$ cat src/rtl/fabric_cfg_pkg.sv
// Shared definitions for fabric configuration loaders: frame geometry,
// field offsets within the slicel frame and the loader FSM states.
package fabric_cfg_pkg;

    typedef enum logic [2:0] {
        ST_IDLE,
        ST_FILL,
        ST_SHIFT,
        ST_COMMIT,
        ST_RUN
    } cfg_state_e;

    localparam int SLICEL_CFG_BITS = 143;
    localparam int CFG_WORD_W      = 8;

    localparam int LUT_CFG_LSB = 0;
    localparam int MUX_CFG_LSB = 132;
    localparam int CC_CFG_LSB  = 134;
    localparam int REG_CFG_LSB = 135;

    function automatic int ceil_div(input int num, input int den);
        return (num + den - 1) / den;
    endfunction

endpackage

$ cat src/rtl/cfg_serializer.sv
// Staging register for one config frame plus the serial shifter that feeds
// the slice chain MSB first.
module cfg_serializer
    import fabric_cfg_pkg::*;
#(
    parameter int  CFG_BITS  = SLICEL_CFG_BITS,
    parameter int  WORD_W    = CFG_WORD_W,
    localparam int NUM_WORDS = ceil_div(CFG_BITS, WORD_W),
    localparam int WIDX_W    = $clog2(NUM_WORDS),
    localparam int BIDX_W    = $clog2(CFG_BITS)
) (
    input  logic                clk,
    input  logic                rst_n,
    input  logic                clear,
    input  logic                word_we,
    input  logic [WIDX_W-1:0]   word_idx,
    input  logic [WORD_W-1:0]   word_data,
    input  logic                shift_start,
    input  logic                shift_active,
    output logic [CFG_BITS-1:0] staging,
    output logic                shift_last,
    output logic                cfg_bit,
    output logic                cfg_shift
);

    // Position of frame bit CFG_BITS-1 inside the final (padded) word.
    localparam int LAST_WORD_TOP = (CFG_BITS - 1) - (NUM_WORDS - 1) * WORD_W;

    logic [CFG_BITS-1:0] staging_q, staging_d;
    logic [BIDX_W-1:0]   bit_cnt_q, bit_cnt_d;
    logic [BIDX_W-1:0]   next_idx;
    logic                cfg_bit_q, cfg_bit_d;
    logic                cfg_shift_q, cfg_shift_d;

    always_comb begin
        staging_d = staging_q;
        if (word_we) begin
            for (int i = 0; i < CFG_BITS; i++) begin
                if (i / WORD_W == int'(word_idx)) begin
                    staging_d[i] = word_data[i % WORD_W];
                end
            end
        end
    end

    assign shift_last = shift_active && (bit_cnt_q == BIDX_W'(CFG_BITS - 1));
    assign next_idx   = BIDX_W'(CFG_BITS - 2) - bit_cnt_q;

    // The top bit is taken straight from the incoming last word so the
    // first serial bit appears on the same edge the FSM enters SHIFT.
    always_comb begin
        bit_cnt_d   = '0;
        cfg_bit_d   = 1'b0;
        cfg_shift_d = 1'b0;
        if (shift_start) begin
            cfg_shift_d = 1'b1;
            cfg_bit_d   = word_data[LAST_WORD_TOP];
        end else if (shift_active && !clear && !shift_last) begin
            bit_cnt_d   = bit_cnt_q + BIDX_W'(1);
            cfg_shift_d = 1'b1;
            cfg_bit_d   = staging_q[next_idx];
        end
    end

    always_ff @(posedge clk or negedge rst_n) begin
        if (!rst_n) begin
            staging_q   <= '0;
            bit_cnt_q   <= '0;
            cfg_bit_q   <= 1'b0;
            cfg_shift_q <= 1'b0;
        end else begin
            staging_q   <= staging_d;
            bit_cnt_q   <= bit_cnt_d;
            cfg_bit_q   <= cfg_bit_d;
            cfg_shift_q <= cfg_shift_d;
        end
    end

    assign staging   = staging_q;
    assign cfg_bit   = cfg_bit_q;
    assign cfg_shift = cfg_shift_q;

endmodule

$ cat src/rtl/slicel_cfg_loader.sv
// Loads one slicel configuration frame from a word stream, shifts it into the
// slice chain, commits it to the parallel ports and switches the slice to run.
module slicel_cfg_loader
    import fabric_cfg_pkg::*;
#(
    parameter int  CFG_BITS  = SLICEL_CFG_BITS,
    parameter int  WORD_W    = CFG_WORD_W,
    localparam int NUM_WORDS = ceil_div(CFG_BITS, WORD_W),
    localparam int WIDX_W    = $clog2(NUM_WORDS)
) (
    input  logic              clk,
    input  logic              rst_n,
    input  logic              start,
    input  logic              abort,
    input  logic [WORD_W-1:0] cfg_data,
    input  logic              cfg_valid,
    output logic              cfg_ready,
    output logic              cfg_bit,
    output logic              cfg_shift,
    output logic [131:0]      luts_config_out,
    output logic [1:0]        inter_lut_mux_config,
    output logic              config_use_cc,
    output logic [7:0]        regs_config_out,
    output logic              cen,
    output logic              reg_ce,
    output logic              busy,
    output logic              done
);

    cfg_state_e          state_q, state_d;
    logic [WIDX_W-1:0]   word_cnt_q, word_cnt_d;
    logic [CFG_BITS-1:0] frame_q, frame_d;
    logic                cfg_ready_q, cfg_ready_d;
    logic                busy_q, busy_d;
    logic                done_q, done_d;
    logic                cen_q, cen_d;
    logic                reg_ce_q, reg_ce_d;

    logic                loading;
    logic                abort_load;
    logic                accept;
    logic                last_word;
    logic                shift_last;
    logic [CFG_BITS-1:0] staging;

    assign loading    = (state_q == ST_FILL) || (state_q == ST_SHIFT);
    assign abort_load = abort && loading;
    assign accept     = (state_q == ST_FILL) && cfg_valid && cfg_ready_q && !abort;
    assign last_word  = accept && (word_cnt_q == WIDX_W'(NUM_WORDS - 1));

    cfg_serializer #(
        .CFG_BITS (CFG_BITS),
        .WORD_W   (WORD_W)
    ) u_serializer (
        .clk          (clk),
        .rst_n        (rst_n),
        .clear        (abort_load),
        .word_we      (accept),
        .word_idx     (word_cnt_q),
        .word_data    (cfg_data),
        .shift_start  (last_word),
        .shift_active (state_q == ST_SHIFT),
        .staging      (staging),
        .shift_last   (shift_last),
        .cfg_bit      (cfg_bit),
        .cfg_shift    (cfg_shift)
    );

    // Handshake and busy follow the upcoming state; the slice enables follow
    // the current one, so run mode starts the cycle after the done pulse.
    always_comb begin
        state_d    = state_q;
        word_cnt_d = word_cnt_q;
        frame_d    = frame_q;
        case (state_q)
            ST_IDLE, ST_RUN: begin
                if (start && !abort) state_d = ST_FILL;
            end
            ST_FILL: begin
                if (abort) begin
                    state_d    = ST_IDLE;
                    word_cnt_d = '0;
                end else if (last_word) begin
                    state_d    = ST_SHIFT;
                    word_cnt_d = '0;
                end else if (accept) begin
                    word_cnt_d = word_cnt_q + WIDX_W'(1);
                end
            end
            ST_SHIFT: begin
                if (abort)           state_d = ST_IDLE;
                else if (shift_last) state_d = ST_COMMIT;
            end
            ST_COMMIT: begin
                frame_d = staging;
                state_d = ST_RUN;
            end
            default: state_d = ST_IDLE;
        endcase

        cfg_ready_d = (state_d == ST_FILL);
        busy_d      = (state_d == ST_FILL) || (state_d == ST_SHIFT);
        done_d      = (state_q == ST_COMMIT);
        cen_d       = (state_q != ST_RUN);
        reg_ce_d    = (state_q == ST_RUN);
    end

    always_ff @(posedge clk or negedge rst_n) begin
        if (!rst_n) begin
            state_q     <= ST_IDLE;
            word_cnt_q  <= '0;
            frame_q     <= '0;
            cfg_ready_q <= 1'b0;
            busy_q      <= 1'b0;
            done_q      <= 1'b0;
            cen_q       <= 1'b1;
            reg_ce_q    <= 1'b0;
        end else begin
            state_q     <= state_d;
            word_cnt_q  <= word_cnt_d;
            frame_q     <= frame_d;
            cfg_ready_q <= cfg_ready_d;
            busy_q      <= busy_d;
            done_q      <= done_d;
            cen_q       <= cen_d;
            reg_ce_q    <= reg_ce_d;
        end
    end

    assign cfg_ready            = cfg_ready_q;
    assign busy                 = busy_q;
    assign done                 = done_q;
    assign cen                  = cen_q;
    assign reg_ce               = reg_ce_q;
    assign luts_config_out      = frame_q[MUX_CFG_LSB-1:LUT_CFG_LSB];
    assign inter_lut_mux_config = frame_q[CC_CFG_LSB-1:MUX_CFG_LSB];
    assign config_use_cc        = frame_q[CC_CFG_LSB];
    assign regs_config_out      = frame_q[CFG_BITS-1:REG_CFG_LSB];

endmodule

$ cat config.mk
export PLATFORM = sky130hd
export DESIGN_NAME = slicel_cfg_loader
export DESIGN_NICKNAME = d
export VERILOG_FILES = /design/src/rtl/fabric_cfg_pkg.sv /design/src/rtl/cfg_serializer.sv /design/src/rtl/slicel_cfg_loader.sv
export SDC_FILE = /design/constraint.sdc
export NUM_CORES = 1
export LEC_CHECK = 0
export ABC_AREA = 1
export CAP_MARGIN = 30
export CORE_MARGIN = 4
export CORE_UTILIZATION = 42
export DETAILED_ROUTE_END_ITERATION = 6
export PLACE_DENSITY = 0.65
export SLEW_MARGIN = 20
export SYNTH_ARGS = -nofsm -noshare
export SYNTH_HDL_FRONTEND = slang
export SYNTH_HIERARCHICAL = 1
export SYNTH_SLANG_ARGS = --single-unit
$ cat constraint.sdc
create_clock -name clk -period 1.9 [get_ports clk]
set_clock_uncertainty 0.15 [all_clocks]
set_input_delay 0.38 -clock clk [delete_from_list [all_inputs] [get_ports clk]]
set_output_delay 0.38 -clock clk [all_outputs]
set_load 0.05 [all_outputs]
==> flow_summary.toml <==
[global_route]
grt_pass1_wl_mm = 63.9
grt-ovfl-total = 0
grt_start_max_net_pins = 73
grt_antenna_before_repair = 0
grt_util_all_layers_pct = 23.0
grt_pass1_vias = 11700

[run]
maxCapViolCount = 0

[yosys]
synth_flop_cell = "dfrtp_1"
async_flop_share_pct = 100
synth_top_area_share_pct = 57.7
synthesis.area_um2 = 13300
synthCells = 1621
synth_top_area_cell = "dfrtp_1"
syn_avg_cell_area_um2 = 8.23
ys_seq_elements = 309
seq_area_frac_synth_pct = 57.9
synth-edff-count = 0
synth.top_cells.by_area = "dfrtp_1, nand2_1, o21ai_0, nand3_1, inv_1"
synth_cell_type_count = 37
yosysWarnings = 6
syn_nets = 1639

[timing]
rsz0062_at_grt = "true"
worst_slack_ns = -0.140
tightest_slew_ns = 0.739
finalHoldViolCount = 0
slew_violations = 0
whs_ns = 0.0988
setup_viol = 114
min_period_ns = 2.04
slew_headroom_pct = 50.7
period_share_pct = 107
fmax_mhz = 490

[placement]
hpwl_mm = 25.2
routabilityCongestion = 0.868
placed_cells = 2201
port_buffers = 162
dpl_worst_slack_ns = -0.420

[setup_path]
path_cells = "ha_4 -> nand2_4 -> inv_2 -> buf_4 -> o21ai_1 -> nand2_1 -> inv_2 -> nand3_2 -> nand3_2 -> nand3_2 -> nand2_2 -> nand2_2 -> nand2_2"
crit_arrival_ns = 2.38
crit_buf_inv = 3
critPathSlowestCell = "dfrtp_2"
startpoint_type = "register"
cpPeakStageDelay_ns = 0.46
endpoint_kind = "register"
critical_path_peak_fanout = 5
crit_required_ns = 2.24
crit_family = "simple AND/OR/NAND/NOR gates"
worstSetupPathType = "register to register"

[route]
vias = 12000
wl_met2_mm = 19.7
wl_met3_mm = 2.80
drtAntennaViolNets = 0
wl_per_cell_um = 18.0
top_layer_used = "met4"
dr.first_iter.drc_count = 868
wl_mm = 41.1
wl_met1_mm = 17.6
drcViolationCount = 0
firstDrtPassIters = 6
via_per_inst = 5.23

[power]
ir_drop_mv = 0.683
p_per_area_nw_per_um2 = 761
leakagePower_uw = 0.00956

[cts]
clk_pin_slew_ns = 0.06
cts_buffers = 31
cts_max_level = 1
clock_sinks = 309
ctsLongestPathBuffers = 3
cts-root-buf = "clkbuf_16"
insertion_delay_ns = 0.56
tritoncts = "yes"

[floorplan]
ios = 163
rows = 65
fp.dieH_um = 186
die_w_um = 186
start_util_pct = 42.4
dieArea_um2 = 34700
core-area_um2 = 31500

[cells_and_area]
most-common-layout-cells = "nand2_1, dfrtp_1, buf_4, o21ai_1, nand2_2"
layout_commonest_cell = "nand2_1"
area_growth_pct = 38.2
diodes = 0
final_util_pct = 58.6
nFillCells = 2730
drive_above_1_share_pct = 30.2
final_cells = 2287
nets = 1885
multi_input_area_um2 = 5910
regArea_um2 = 7740

[outcome]
status = "complete, but fails checks"
violations = "setup timing"

[worst_hold_path]
hold_path_class = "input pin to async pin"
[layout make-up]
cell class / count / area share, %
Sequential cell: 309 / 42.0
Tap cell: 402 / 2.73
Clock buffer: 45 / 4.71
Inverter: 76 / 1.68
Timing Repair Buffer: 297 / 16.3
Clock inverter: 6 / 0.584
Multi-Input combinational cell: 1152 / 32.0
[final timing paths]
path | from | end | slack [ns] | cells past startpoint
min in group clk | cfg_data[6] | u_serializer/cfg_bit$_DFF_PN0_ | 0.32 | 3
worst min register to register | frame_q[8]$_DFFE_PN0P_ | frame_q[8]$_DFFE_PN0P_ | 0.33 | 2
worst max register to register | u_serializer/bit_cnt_q[1]$_DFF_PN0_ | u_serializer/cfg_bit$_DFF_PN0_ | -0.14 | 13
worst min-delay path | rst_n | done$_DFF_PN0_ | 0.1 | 2
max in group asynchronous | rst_n | frame_q[42]$_DFFE_PN0P_ | 0.75 | 4
worst max-delay path | u_serializer/bit_cnt_q[1]$_DFF_PN0_ | u_serializer/cfg_bit$_DFF_PN0_ | -0.14 | 13
[synthesized netlist by cell type (all sizes together) (3+ instances only)]
| master | n |
|---|---|
| a21oi | 9 |
| buf | 46 |
| clkbuf | 39 |
| dfrtp | 308 |
| ha | 5 |
| inv | 74 |
| nand2 | 770 |
| nand3 | 82 |
| nand4 | 10 |
| nor2 | 73 |
| nor3 | 9 |
| o211ai | 4 |
| o21ai | 173 |
| or2 | 3 |
| xor2 | 4 |
[logic make-up after synthesis]
| family | count (synthesis) | share of synthesized area [%] |
|---|---|---|
| AND/OR/NAND/NOR | 949 | 28.0 |
| AO/OA/AOI/OAI | 191 | 7.35 |
| adder cells (fa/ha/maj) | 5 | 0.469 |
| buffers and inverters | 161 | 5.74 |
| XOR/XNOR | 6 | 0.450 |
| flip-flops | 309 | 57.9 |
[metal layers]
metal,track usage [%],vias up
met2,36.7,437
li1,-,5607
met3,3.79,81
met4,7.49,0
met1,32.5,5829
met5,0,-
[sequential cells by signal (all words and copies together) (netlist names)]
name                    cells
word_cnt_q                  5
done                        1
u_serializer/cfg_bit        1
u_serializer/staging      143
u_serializer/cfg_shift      1
frame_q                   143
state_q                     3
cen                         1
busy                        1
u_serializer/bit_cnt_q      8
reg_ce                      1
cfg_ready                   1
[timing repair]
item	CTS	global route
resized for setup	228	284
cloned	16	4
setup endpoints to repair	149	203
pin swaps	24	25
buffers inserted	12	5
endpoints found under the hold margin	155	0
hold buffers	1	0
[per-stage QoR]
| stage | area, um2 | setup TNS (ns) | power (uW) |
|---|---|---|---|
| final | 18400 | -7.24 | 14000 |
| after global routing | 18400 | -17.21 | 14500 |
| after global placement | 15700 | -47.21 | 7830 |
| after floorplan | 13400 | -0.0103 | 7400 |
| after CTS | 17500 | -6.76 | 13900 |
| after detailed placement | 15700 | -54.85 | 7860 |
[power by group]
part | internal, uW | switching [uW] | leakage (uW)
logic | 379 | 634 | 0.00480
clock network | 3530 | 2480 | 0.000473
registers | 6780 | 229 | 0.00429
total | 10700 | 3340 | 0.00956
Note: power is estimated with default switching activity, not from simulation.
